`src/rtl/register_writeback.sv`:
```
// register_writeback: sixteen 64-bit architectural registers, the writeback port from execute, and the busy scoreboard.
// Latency: a single-destination result is visible 1 cycle after accept; a special (second) destination lands 1 cycle later.
// Backpressure: wbReadyOut drops while a latched special write commits; stallOut blocks read-stage issue on RAW/WAW hazards.
//
// Ports:
//   clk, reset (sync, active-low)
//   wbValidIn/wbReadyOut, destRegIn/destValIn, destRegisterSpecial*  : writeback from execute
//   reserve*                                                         : destinations of the instruction issuing this cycle
//   sourceReg1*/sourceReg2*                                          : sources of the instruction waiting in the read stage
//   registerFileOut, busyOut, stallOut, wbDoneOut                    : state and status toward the read stage
module register_writeback #(
    parameter int NUM_REGS = 16,
    parameter int DATA_W   = 64
) (
    input  logic                clk,
    input  logic                reset,
    input  logic                wbValidIn,
    output logic                wbReadyOut,
    input  logic [0:3]          destRegIn,
    input  logic [DATA_W-1:0]   destValIn,
    input  logic                destRegisterSpecialValidIn,
    input  logic [0:3]          destRegisterSpecialIn,
    input  logic [DATA_W-1:0]   destValSpecialIn,
    input  logic                reserveValidIn,
    input  logic [0:3]          reserveRegIn,
    input  logic                reserveSpecialValidIn,
    input  logic [0:3]          reserveSpecialRegIn,
    input  logic [0:3]          sourceReg1In,
    input  logic                sourceReg1ValidIn,
    input  logic [0:3]          sourceReg2In,
    input  logic                sourceReg2ValidIn,
    output logic [DATA_W-1:0]   registerFileOut [NUM_REGS],
    output logic [NUM_REGS-1:0] busyOut,
    output logic                stallOut,
    output logic                wbDoneOut
);

    typedef enum logic {
        IDLE,
        SECOND
    } state_t;

    state_t              state;
    state_t              stateNext;
    logic                accept;
    logic                doneNext;
    logic [NUM_REGS-1:0] busyClr;
    logic [NUM_REGS-1:0] busySet;
    logic [NUM_REGS-1:0] busyNext;

    // Pending special write: the primary code is kept too, because both
    // busy bits are released together when the special value commits.
    logic [0:3]          primReg;
    logic [0:3]          specReg;
    logic [DATA_W-1:0]   specVal;

    // Hazard check uses the registered scoreboard only, so a clear at
    // edge N is first seen here in cycle N+1.
    assign stallOut = (sourceReg1ValidIn && busyOut[sourceReg1In])
                   || (sourceReg2ValidIn && busyOut[sourceReg2In])
                   || (reserveValidIn && busyOut[reserveRegIn])
                   || (reserveValidIn && reserveSpecialValidIn && busyOut[reserveSpecialRegIn]);

    always_ff @(posedge clk) begin
        if (!reset) begin
            state <= IDLE;
        end else begin
            state <= stateNext;
        end
    end

    always_comb begin
        stateNext  = state;
        wbReadyOut = reset && (state == IDLE);
        accept     = wbValidIn && wbReadyOut;
        doneNext   = 1'b0;
        busyClr    = '0;
        busySet    = '0;

        case (state)
            IDLE: begin
                if (accept) begin
                    if (destRegisterSpecialValidIn) begin
                        stateNext = SECOND;
                    end else begin
                        busyClr[destRegIn] = 1'b1;
                        doneNext           = 1'b1;
                    end
                end
            end
            SECOND: begin
                stateNext        = IDLE;
                busyClr[primReg] = 1'b1;
                busyClr[specReg] = 1'b1;
                doneNext         = 1'b1;
            end
            default: stateNext = IDLE;
        endcase

        if (reserveValidIn && !stallOut) begin
            busySet[reserveRegIn] = 1'b1;
            if (reserveSpecialValidIn) begin
                busySet[reserveSpecialRegIn] = 1'b1;
            end
        end

        // Set applied after clear: a same-edge reserve keeps the bit busy.
        busyNext = (busyOut & ~busyClr) | busySet;
    end

    always_ff @(posedge clk) begin
        if (!reset) begin
            busyOut   <= '0;
            wbDoneOut <= 1'b0;
            primReg   <= '0;
            specReg   <= '0;
            specVal   <= '0;
            for (int i = 0; i < NUM_REGS; i++) begin
                registerFileOut[i] <= '0;
            end
        end else begin
            busyOut   <= busyNext;
            wbDoneOut <= doneNext;
            if (accept) begin
                registerFileOut[destRegIn] <= destValIn;
                if (destRegisterSpecialValidIn) begin
                    primReg <= destRegIn;
                    specReg <= destRegisterSpecialIn;
                    specVal <= destValSpecialIn;
                end
            end
            // Commits one edge after the primary, so on equal codes the
            // special value is what remains.
            if (state == SECOND) begin
                registerFileOut[specReg] <= specVal;
            end
        end
    end

endmodule

```
`config.mk`:
```
export PLATFORM = sky130hd
export DESIGN_NAME = register_writeback
export DESIGN_NICKNAME = d
export VERILOG_FILES = /design/src/rtl/register_writeback.sv
export SDC_FILE = /design/constraint.sdc
export NUM_CORES = 2
export LEC_CHECK = 0
export BUFFER_PORTS_ARGS = -buffer_cell sky130_fd_sc_hd__buf_2
export CAP_MARGIN = 20
export CORE_AREA = 5 5 462 464
export CTS_CLUSTER_DIAMETER = 40
export DETAILED_ROUTE_END_ITERATION = 6
export DIE_AREA = 0 0 467 469
export GPL_ROUTABILITY_DRIVEN = 0
export GPL_TIMING_DRIVEN = 0
export PLACE_DENSITY = 0.38
export SYNTH_ARGS = -nofsm -noshare
export SYNTH_HDL_FRONTEND = slang
export SYNTH_SLANG_ARGS = --single-unit
export TNS_END_PERCENT = 50
```
`constraint.sdc`:
```
create_clock -name clk -period 3.2 [get_ports clk]
set_input_delay 0.48 -clock clk [delete_from_list [all_inputs] [get_ports clk]]
set_output_delay 0.48 -clock clk [all_outputs]
set_load 0.05 [all_outputs]
```
==> run metrics <==
outcome complete, but fails checks; failing checks setup timing; Pwr Density 630 mW/mm2; Worst-path clk slew 50 ps; Synth Flop Type dfxtp_1; Row Count 168; PnR worst setup slack -130 ps; Core Area 0.209 mm2; Worst Hold Path Cells 3; CTS Buf Count 238; total internal power 32.5 mW; # IOs 1203; total gr overflow 0; Longest Clk Path Bufs 3; Hold Vio Cnt, Final 0; FILL cells 22100; clock root cell clkbuf_16; Worst setup endpoint stallOut; vias 52800; min Tclk post-route 3330 ps; crit path from busyOut[15]; clock latency on the worst-skew pair 880 ps; DRT met1 WL 146 mm; reg2reg path depth 8; HP Class input port to register; Design Area, Final 0.0698 mm2; Final period util 1.04; Max Clock Skew 42.3 ps; async set-reset flop share out of synthesis 0; PnR Total Power 44.0 mW; Synth area leaders dfxtp_1, mux2i_1, a211oi_1, nor2_1, clkbuf_1; Crit. End Element output port; Yosys cell types 44; final setup fails 1; Place WS -541 ps; DRC viols 0; chip height 469 um; DRT Pass-1 Iters 6; Syn Inst Count 5462; top cell type's share of synthesized area 0.451; FF+latch area 0.0223 mm2; Layout Area Growth over Synthesis 41.3%; pin count of the biggest net entering global routing 18; Yosys warning count 0; worst r2r src state; metal2 WL 159 mm; CTS sink cnt 1114; clock share of power 0.607; Relative slew margins 0.145; multi-input logic area 0.0244 mm2; Logic pwr share 0.070; share of layout cells above drive strength 1 0.252; metal3 WL 29.8 mm; ANT nets after route 0; RR Endpoint registerFileOut[687]; CTS tree done; Max Used Layer met5; Worst Tran Pin Value 1280 ps; count of nets after finishing 7217; port bufs 1197; crit path kind register to output port; Wirelength per Cell 34.9 um; sequential share of power 0.324; GR Util All Layers 0.307; leakage power 31.8 nW; Post-DP HPWL 275 mm; Seq cells post-synth 1114; total placed instance area 0.0598 mm2; initial antenna violation count 42; crit-path cells mux4_2 -> nor2b_1 -> nor3_2 -> or4_4 -> a21o_4 -> buf_8; CP peak stage delay 550 ps; worst vdd ir 0.503 mV; setup TNS -130 ps; FF-to-FF setup slack 20 ps; drt initial violations 5045; WP data arrival 2850 ps; Worst path slowest cell or4_4; first-pass GRT wire length 465 mm; Achievable Freq 300 MHz; Post-Syn Area per Cell 9.05 um2; MaxCap Viol Count 0; die area 0.219 mm2; number of global-route vias before repair 50700; starting density of the core 0.237; overall routed net length 353 mm; Worst EP required 2720 ps; Net Switching 11.5 mW; crit-path max FO 5; crit start category register; register area share after synthesis 0.451; H-tree depth 4; routed vias/inst 5.23; number of flops mapped to enable cells by yosys 0; Chip Width 467 um; Switching Share 0.261; leading area contributor after synthesis dfxtp_1; RSZ-0062 raised after global routing yes; Post-Syn Area 0.0494 mm2; syn_nets 5622; Slew Limit Fails 0
-- registers in the layout, summed over array words and instances (netlist names) --
name,flops
state,1
registerFileOut,1024
specReg,4
primReg,4
busyOut,16
wbDoneOut,1
specVal,64
-- through the flow --
stage / hold WS (ps) / std cells / util
floorplan: 467 / 5462 / -
global placement: 470 / 9464 / 0.282
detailed placement: 467 / 9499 / 0.287
CTS: 1.16 / 10100 / 0.334
global route: 34.4 / 10100 / 0.334
finish: 77.0 / 10100 / 0.335
-- placed cells by master, fill, tap and decap left out, types with 33 or more instances in the layout --
| cell type | netlist | routed |
|---|---|---|
| dfxtp_1 | 1114 | 1105 |
| a21oi_1 | 86 | 86 |
| clkbuf_1 | 541 | 532 |
| nand3_1 | 139 | 138 |
| clkbuf_8 | 0 | 36 |
| nor2_1 | 1038 | 1035 |
| nand2_1 | 319 | 314 |
| bufinv_16 | 0 | 39 |
| buf_2 | 75 | 1270 |
| a311oi_1 | 128 | 128 |
| clkbuf_16 | 0 | 240 |
| dlygate4sd3_1 | 0 | 118 |
| mux2i_1 | 896 | 896 |
| a211oi_1 | 900 | 900 |
| clkinvlp_4 | 0 | 33 |
| buf_1 | 83 | 82 |
| clkinv_2 | 0 | 56 |
-- what timing repair did --
item / 4_1_cts / 5_1_grt
cloned: 0 / 0
hold endpoints to repair: 297 / 0
setup buffers: 7 / 1
setup endpoints to repair: 9 / 49
hold buffers: 118 / 0
pin swaps: 3 / 4
resized for setup: 23 / 8
-- worst min path at each step --
stage	endpoint	from	slack, ps
2_1_floorplan	specReg[1]	specReg[1]	470
3_3_place_gp	registerFileOut[560]	registerFileOut[560]	470
3_5_place_dp	registerFileOut[590]	registerFileOut[590]	470
4_1_cts	registerFileOut[170]	destValIn[42]	1
5_1_grt	registerFileOut[489]	destValIn[41]	30
6_report	registerFileOut[675]	destValIn[35]	80
-- power by group through the flow --
stage	logic [mW]	clock network [mW]	registers [mW]
2_1_floorplan	0.970	0	15.0
3_3_place_gp	2.86	0	14.5
3_5_place_dp	2.91	0	14.5
4_1_cts	3.05	27.0	14.2
5_1_grt	3.16	27.6	14.2
6_report	3.07	26.7	14.2
-- kinds of logic after synthesis --
| logic type | synth area share |
|---|---|
| flip-flops | 0.451 |
| AO/OA/AOI/OAI | 0.180 |
| buffers and inverters | 0.0565 |
| multiplexers | 0.187 |
| AND/OR/NAND/NOR | 0.125 |
-- metal layers --
metal / global-route usage / vias up
met5: 0 / -
met4: 0.134 / 14
met3: 0.0839 / 519
met2: 0.490 / 2669
met1: 0.387 / 26700
li1: - / 22900
-- Yosys cell counts (all sizes together) (9+ instances only) --
master and n:
dfxtp 1114, nor2 1041, a211oi 900, mux2i 896
clkbuf 541, nand2 319, buf 162, nand3 139
a311oi 128, a21oi 86, o211ai 16, o41ai 16
nand2b 14, mux4 12, nor2b 11, o22a 9
-- worst max-delay path, delay by kind of cell (launching register included) --
kind	cells	cell delay [ps]
AO/OA/AOI/OAI	1	220
multiplexers	1	460
AND/OR/NAND/NOR	3	780
flip-flops	1	360
buffers and inverters	1	150
-- area by class of cell --
type | instances | share of cell area
clock inverters | 152 | 0.0296
multi-input cells | 3639 | 0.350
well taps | 2805 | 0.0503
clock buffers | 300 | 0.0944
plain buffers | 700 | 0.0399
repair buffers | 1358 | 0.115
inverters | 6 | 0.000323
diodes | 25 | 0.000896
flip-flops and latches | 1114 | 0.320
Power figures use the tool's default switching activity.
